<file path="src/rtl/ids_lab01_pkg.sv">
// Shared definitions for the lab-01 button conditioner: per-channel FSM
// state encoding and the default debounce parameters.
package ids_lab01_pkg;

    typedef enum logic [1:0] {
        ST_LO      = 2'd0,
        ST_WAIT_HI = 2'd1,
        ST_HI      = 2'd2,
        ST_WAIT_LO = 2'd3
    } state_t;

    // 10 ms at 50 MHz
    localparam int DEFAULT_DEBOUNCE_CYC = 500000;
    localparam int DEFAULT_CNT_W        = 20;

endpackage

</file>
<file path="src/rtl/ids_lab01_debounce_ch.sv">
// One button channel: two-flop synchronizer, stability counter, four-state
// debounce FSM, registered level and registered one-cycle edge strobes.
module ids_lab01_debounce_ch
    import ids_lab01_pkg::*;
#(
    parameter int DEBOUNCE_CYC = DEFAULT_DEBOUNCE_CYC,
    parameter int CNT_W        = DEFAULT_CNT_W
) (
    input  logic clk,
    input  logic rst_n,
    input  logic raw,
    output logic level,
    output logic rise,
    output logic fall
);

    localparam logic [CNT_W-1:0] CNT_LAST = CNT_W'(DEBOUNCE_CYC - 1);
    localparam logic [CNT_W-1:0] CNT_ONE  = CNT_W'(1);

    logic             s1;
    logic             s2;
    state_t           state;
    logic [CNT_W-1:0] cnt;

    // NOTE: sequential state uses non-blocking assignments so every flop
    // samples pre-edge values; blocking here would collapse s1/s2 into one.
    always_ff @(posedge clk or negedge rst_n) begin
        if (!rst_n) begin
            s1 <= 1'b0;
            s2 <= 1'b0;
        end else begin
            s1 <= raw;
            s2 <= s1;
        end
    end

    // Strobes default low every cycle so they can only ever be one cycle wide.
    always_ff @(posedge clk or negedge rst_n) begin
        if (!rst_n) begin
            state <= ST_LO;
            cnt   <= '0;
            level <= 1'b0;
            rise  <= 1'b0;
            fall  <= 1'b0;
        end else begin
            rise <= 1'b0;
            fall <= 1'b0;
            case (state)
                ST_LO: begin
                    if (s2) begin
                        if (DEBOUNCE_CYC == 1) begin
                            state <= ST_HI;
                            level <= 1'b1;
                            rise  <= 1'b1;
                        end else begin
                            state <= ST_WAIT_HI;
                            cnt   <= CNT_ONE;
                        end
                    end
                end
                ST_WAIT_HI: begin
                    if (!s2) begin
                        state <= ST_LO;
                        cnt   <= '0;
                    end else if (cnt == CNT_LAST) begin
                        state <= ST_HI;
                        cnt   <= '0;
                        level <= 1'b1;
                        rise  <= 1'b1;
                    end else begin
                        cnt <= cnt + CNT_ONE;
                    end
                end
                ST_HI: begin
                    if (!s2) begin
                        if (DEBOUNCE_CYC == 1) begin
                            state <= ST_LO;
                            level <= 1'b0;
                            fall  <= 1'b1;
                        end else begin
                            state <= ST_WAIT_LO;
                            cnt   <= CNT_ONE;
                        end
                    end
                end
                ST_WAIT_LO: begin
                    if (s2) begin
                        state <= ST_HI;
                        cnt   <= '0;
                    end else if (cnt == CNT_LAST) begin
                        state <= ST_LO;
                        cnt   <= '0;
                        level <= 1'b0;
                        fall  <= 1'b1;
                    end else begin
                        cnt <= cnt + CNT_ONE;
                    end
                end
                default: begin
                    state <= ST_LO;
                    cnt   <= '0;
                end
            endcase
        end
    end

endmodule

</file>
<file path="src/rtl/ids_lab01_btn_conditioner.sv">
// Lab board push-button conditioner: two identical, independent debounce
// channels mapping raw buttons C and D to clean levels and edge strobes.
module ids_lab01_btn_conditioner
    import ids_lab01_pkg::*;
#(
    parameter int DEBOUNCE_CYC = DEFAULT_DEBOUNCE_CYC,
    parameter int CNT_W        = DEFAULT_CNT_W
) (
    input  logic clk,
    input  logic rst_n,
    input  logic btn_c_raw,
    input  logic btn_d_raw,
    output logic c,
    output logic d,
    output logic c_rise,
    output logic c_fall,
    output logic d_rise,
    output logic d_fall
);

    ids_lab01_debounce_ch #(
        .DEBOUNCE_CYC (DEBOUNCE_CYC),
        .CNT_W        (CNT_W)
    ) u_ch_c (
        .clk   (clk),
        .rst_n (rst_n),
        .raw   (btn_c_raw),
        .level (c),
        .rise  (c_rise),
        .fall  (c_fall)
    );

    ids_lab01_debounce_ch #(
        .DEBOUNCE_CYC (DEBOUNCE_CYC),
        .CNT_W        (CNT_W)
    ) u_ch_d (
        .clk   (clk),
        .rst_n (rst_n),
        .raw   (btn_d_raw),
        .level (d),
        .rise  (d_rise),
        .fall  (d_fall)
    );

endmodule
</file>
<file path="config.mk">
export PLATFORM = sky130hd
export DESIGN_NAME = ids_lab01_btn_conditioner
export DESIGN_NICKNAME = d
export VERILOG_FILES = /design/src/rtl/ids_lab01_pkg.sv /design/src/rtl/ids_lab01_debounce_ch.sv /design/src/rtl/ids_lab01_btn_conditioner.sv
export SDC_FILE = /design/constraint.sdc
export NUM_CORES = 1
export LEC_CHECK = 0
export BUFFER_PORTS_ARGS = -buffer_cell sky130_fd_sc_hd__buf_2
export CAP_MARGIN = 10
export CORE_ASPECT_RATIO = 1.5
export CORE_MARGIN = 3
export CORE_UTILIZATION = 45
export CTS_CLUSTER_DIAMETER = 100
export DETAILED_ROUTE_END_ITERATION = 8
export SLEW_MARGIN = 20
export SYNTH_ARGS = -nofsm -noshare
export SYNTH_HDL_FRONTEND = slang
export SYNTH_SLANG_ARGS = --single-unit
</file>
<file path="constraint.sdc">
create_clock -name clk -period 2.3 [get_ports clk]
set_input_delay 0.46 -clock clk [delete_from_list [all_inputs] [get_ports clk]]
set_output_delay 0.46 -clock clk [all_outputs]
set_load 0.02 [all_outputs]
</file>
==> flow_summary.toml, run 1 <==
[pwr]
p_int_w = 0.00141
switchingPower_w = 0.000549
switching_share_pct = 28.0
p_seq_share_pct = 52.8
irDropWorstVdd_mv = 0.455
comb_power_share_pct = 14.6
powerDensity_nw_per_um2 = 633
power_frac_clock_pct = 32.6
p_leak_nw = 1.31

[clock_tree]
cts_buffer_depth = 2
cts.root.buffer_cell = "clkbuf_8"
clk_latency_ps = 310
cts_setup_buffers = 0
cts_num_sinks = 54
cts_buffers = 5
cts_max_level = 2
cts_resized = 0
cts_tree = "yes"
path_clk_slew_ps = 110
cts_hold_buf = 0

[synthesis]
ys_async_sr_fraction_pct = 100
syn_avg_cell_area_um2 = 9.42
netlist_top_cells_count = "dfrtp_1, nand2_1, a31oi_1"
synth_cell_types = 44
ys_warn_count = 0
yosysTopAreaCell = "dfrtp_1"
yosysMostFrequentCell = "dfrtp_1"
syn-instance-count = 294
synth_top_area_share_pct = 48.8
ys_ff_latch = 54
syn-num-nets = 300
synth_area_leaders = "dfrtp_1, a31oi_1, nand3_1"
netlist_area_um2 = 2770
synth_flop_cell = "dfrtp_1"
synth_edf_count = 0
seq_area_frac_synth_pct = 48.8

[global_routing]
grt_max_degree = 55
grt_remaining_overflow = 0
grt_usage_pct = 18.3
antenna_found_initial = 0
grt_pass1_wl_mm = 10.6
grt_pass1_vias = 2282

[route]
drt_iter0_drc = 172
drt-pass1-iter-count = 4
antenna_left = 0
via_per_inst = 5.98
dr_total_vias = 2332
routed_wl_mm = 6.09
wl_per_cell_um = 15.6
drcViolationCount = 0

[worst_setup_path]
crit_type = "reg2reg"
cp-end-kind = "flip-flop"
required_ps = 2500
r2r-end = "u_ch_c.cnt[7]"
reg2reg_depth = 5
regToRegSetupSlack_ps = 170
startpoint = "u_ch_c.cnt[12]"
crit_path_start_kind = "flip-flop"
r2r-start = "u_ch_c.cnt[12]"
critPathCapture = "u_ch_c.cnt[7]"
cp.arrival_ps = 2330
worst-path-max-fanout = 5

[timing]
final-hold-violation-count = 0
min_period_ps = 2130
fmax_ghz = 0.469
finalMaxSlewViolations = 0
rsz0062_at_grt = "false"
fin_crit_sh_pct = 92.7
slew_headroom_pct = 54.4
fin_ws_ps = 169
finalClockSkew_ps = 13.5
hold_slack_ps = 259
setup_viol = 0
worstMarginPinSlew_ps = 684
tns_ps = 0

[placed_design]
pre_cts_slack_ps = 117
io_buffers = 9
dp.cells = 382
hpwlAfterDp_mm = 4.16
place.gp.congestion = 0.781

[worst_hold_path]
whs_path_depth = 1
hold_class = "in2reg"

[die]
die_h_um = 102
chipWidth_um = 70.0
rows = 34
io_pins = 10
core_um2 = 5870
start_util_pct = 47.2
dieArea_um2 = 7150

[finish]
drive_gt1_share_pct = 13.8
final_cells = 390
nNetsFinal = 323
syn_to_final_growth_pct = 11.7
diodes = 0

[job]
drv_cap = 0

[status]
run_status = "complete, no violations"
-- worst min path at each step --
stage,start,endpoint
finish,btn_c_raw,u_ch_c.s1
global route,btn_c_raw,u_ch_c.s1
CTS,btn_c_raw,u_ch_c.s1
global placement,u_ch_d.s1,u_ch_d.s2
detailed placement,u_ch_d.s1,u_ch_d.s2
floorplan,rst_n,asynchronous set/reset pin
-- per-layer routing --
metal | vias up | global-route usage [%] | routed length, um
li1 | 1158 | - | -
met1 | 1125 | 21.4 | 2530
met2 | 32 | 33.1 | 3220
met3 | 17 | 2.36 | 114
met4 | 0 | 9.14 | 217
met5 | - | 0 | 0
-- critical path, stage by stage, from the launching register on --
cell     delay (ps)
dfrtp_1         420
or4b_4          580
nor4_4          390
a21o_1          260
o21ai_0         120
a22o_1          240
-- stage by stage --
step / power, W / instance area, um2 / utilization [%]
final: 0.00196 / 3090 / 52.7
after global routing: 0.00206 / 3090 / 52.7
after CTS: 0.00199 / 3080 / 52.5
after detailed placement: 0.00134 / 2980 / 50.7
after global placement: 0.00133 / 2980 / 50.7
after floorplan: 0.00125 / 2770 / -
-- layout by cell type, fill, tap and decap left out, drive strengths merged, types with 4 or more instances in the layout --
cell,instances
nand4,8
nand2,29
a41oi,7
nor2,15
and2,4
clkbuf,5
and3,5
nand2b,7
nor3,7
a22o,5
inv,8
o21ai,22
nor4,8
nand3,22
a31oi,28
buf,26
a21oi,19
dfrtp,54
-- flip-flops by register name, indices dropped and copies added (netlist names), named ones only --
| register | cells |
|---|---|
| u_ch_d.s2 | 1 |
| u_ch_c.s2 | 1 |
| u_ch_d.fall | 1 |
| u_ch_c.state | 1 |
| u_ch_c.fall | 1 |
| u_ch_c.rise | 1 |
| u_ch_d.s1 | 1 |
| u_ch_d.cnt | 20 |
| u_ch_d.level | 1 |
| u_ch_c.cnt | 20 |
| u_ch_c.s1 | 1 |
| u_ch_d.state | 1 |
| u_ch_d.rise | 1 |
| u_ch_c.level | 1 |
-- cell type report --
class                      instances  area, um2
clock inverter                     3       40.0
inverter                           8       30.0
multi-input combinational        222       1340
sequential                        54       1350
fill                             547       2780
tap                               72       90.1
timing repair buffer              26        173
clock buffer                       5       68.8
-- power by group through the flow --
| stage | combinational (W) | sequential [W] | clock, W |
|---|---|---|---|
| 3_3_place_gp | 0.000281 | 0.00105 | 0 |
| 3_5_place_dp | 0.000287 | 0.00105 | 0 |
| 2_1_floorplan | 0.000211 | 0.00104 | 0 |
| 6_report | 0.000285 | 0.00103 | 0.000638 |
| 4_1_cts | 0.000289 | 0.00103 | 0.000667 |
| 5_1_grt | 0.000329 | 0.00104 | 0.000691 |
-- cells by family after synthesis --
| family | Yosys count | share of synthesized area, % |
|---|---|---|
| and+or+nand+nor | 122 | 24.2 |
| AOI/OAI and AO/OA | 94 | 21.5 |
| DFF | 54 | 48.8 |
| buffers and inverters | 18 | 3.25 |
| xor gates and xnor gates | 2 | 0.633 |
| muxes | 2 | 0.768 |
| adders and majority gates | 2 | 0.904 |
Note: power is estimated with default switching activity, not from simulation.
==> inputs of run 2 (changes only) <==
- ABC_AREA: not set -> 1
- SKIP_LAST_GASP: not set -> 1
==> flow_summary.toml, run 2 <==
[placed_design]
place.gp.congestion = 0.892
hpwlAfterDp_mm = 5.72
io_buffers = 9

[finish]
fillCellCount = 680
diodes = 0
nNetsFinal = 467
drive_gt1_share_pct = 9.09
multi_input_area_um2 = 1620
syn_to_final_growth_pct = 7.04
reg_top3 = "u_ch_c.cnt (20), u_ch_d.cnt (20)"
final_cell_mix = "nand2_1, nor2_1, dfrtp_1, inv_1, nand3_1"
seq_area_um2 = 1350
final_common_cell = "nand2_1"

[worst_setup_path]
reg2reg_depth = 6
crit_type = "reg2reg"
worst-path-max-fanout = 13
crit_path_start_kind = "flip-flop"
cp-end-kind = "flip-flop"
required_ps = 2520
cp.arrival_ps = 2240

[die]
chipWidth_um = 75.0
die_h_um = 110
dieArea_um2 = 8220
io_pins = 10
rows = 37
core_um2 = 6900
start_util_pct = 46.7

[global_routing]
grt_pass1_vias = 2738
grt_usage_pct = 20.1
grt_remaining_overflow = 0
antenna_found_initial = 0
grt_pass1_wl_mm = 12.5
grt_max_degree = 55

[clock_tree]
cts_buffer_depth = 2
clk_latency_ps = 310
cts_setup_buffers = 0
cts_hold_buf = 0
cts.root.buffer_cell = "clkbuf_8"
cts_num_sinks = 54
cts_tree = "yes"
cts_max_level = 2
cts_resized = 0
path_clk_slew_ps = 110
cts_buffers = 5

[synthesis]
synth_edf_count = 0
ys_ff_latch = 54
seq_area_frac_synth_pct = 42.0
ys_warn_count = 0
synth_area_leaders = "dfrtp_1, nand2_1, nor2_1"
ys_async_sr_fraction_pct = 100
synth_flop_cell = "dfrtp_1"
netlist_top_cells_count = "nand2_1, nor2_1, dfrtp_1"
syn-num-nets = 455
yosysMostFrequentCell = "nand2_1"
netlist_area_um2 = 3220
syn-instance-count = 449
synth_top_area_share_pct = 42.0
synth_cell_types = 29
syn_avg_cell_area_um2 = 7.17
yosysTopAreaCell = "dfrtp_1"

[route]
antenna_left = 0
via_per_inst = 5.14
drt-pass1-iter-count = 6
drcViolationCount = 0
drt_iter0_drc = 147
wl_per_cell_um = 13.9
routed_wl_mm = 7.51
dr_total_vias = 2776

[pwr]
p_seq_share_pct = 53.9
irDropWorstVdd_mv = 0.288
p_leak_nw = 1.60
switchingPower_w = 0.000615
power_frac_clock_pct = 29.7
switching_share_pct = 31.6
comb_power_share_pct = 16.4
powerDensity_nw_per_um2 = 565
p_int_w = 0.00133

[timing]
tns_ps = 0
worstMarginPinSlew_ps = 916
final-hold-violation-count = 0
min_period_ps = 2020
finalClockSkew_ps = 14.3
fin_crit_sh_pct = 87.8
fmax_ghz = 0.495
setup_viol = 0
slew_headroom_pct = 38.7
finalMaxSlewViolations = 0
rsz0062_at_grt = "false"
hold_slack_ps = 130

[job]
drv_cap = 0

[worst_hold_path]
hold_class = "in2async"

[status]
run_status = "complete, no violations"
==> run 2: final cells by class <==
cell class / instances / share of cell area, %
repair buffers: 10 / 1.89
flip-flops and latches: 54 / 39.2
clock inverters: 2 / 0.509
inverters: 55 / 5.99
clock buffers: 6 / 2.40
multi-input cells: 335 / 47.1
well taps: 78 / 2.83
==> run 2: kinds of logic (layout without fill, tap and decap cells) <==
group,count (synthesis),after routing,share of synthesized area [%]
adders and majority gates,2,2,0.777
xor gates and xnor gates,14,14,3.81
and+or+nand+nor,286,286,39.7
AOI/OAI and AO/OA,32,32,5.91
DFF,54,54,42.0
muxes,1,1,0.311
buffers and inverters,60,73,7.54
==> run 2: worst paths after layout <==
check	startpoint	to	slack [ps]
setup / recovery	flip-flop	u_ch_c.cnt[10]	280
hold / removal	rst_n	asynchronous set/reset pin	130
setup reg to reg	flip-flop	u_ch_c.cnt[10]	280
hold reg to reg	u_ch_c.s1	u_ch_c.s2	370
max in group asynchronous	rst_n	u_ch_c.cnt[16]	1920
min in group clk	btn_c_raw	u_ch_c.s1	250
==> run 2: power groups by stage <==
stage | Clock [W] | Sequential (W) | Combinational, W
finish | 0.000578 | 0.00105 | 0.000319
global route | 0.000628 | 0.00106 | 0.000369
CTS | 0.000600 | 0.00105 | 0.000325
detailed placement | 0 | 0.00107 | 0.000324
global placement | 0 | 0.00107 | 0.000322
floorplan | 0 | 0.00106 | 0.000252
==> run 2: through the flow <==
step	area, um2	std cells	power, W	util [%]	setup WS [ps]
3_5_place_dp	3340	532	0.00139	48.5	330
6_report	3440	540	0.00195	49.9	280
3_3_place_gp	3340	532	0.00139	48.5	392
4_1_cts	3440	540	0.00197	49.9	300
2_1_floorplan	3220	449	0.00131	-	871
5_1_grt	3440	540	0.00206	49.9	40.1
==> run 2: metal layers <==
metal  GRT usage, %  wire (um)  vias up
li1               -          -     1446
met1           20.7       2900     1280
met5              0          0        -
met2           39.2       4290       38
met3           2.56        151       12
met4           7.89        180        0
==> run 2: critical path: stages, from the launching register on <==
cell     delay, ps
dfrtp_1        370
inv_1           70
nand2_1        110
nand2_1        100
nor2_1         700
inv_1          340
o22ai_1        240
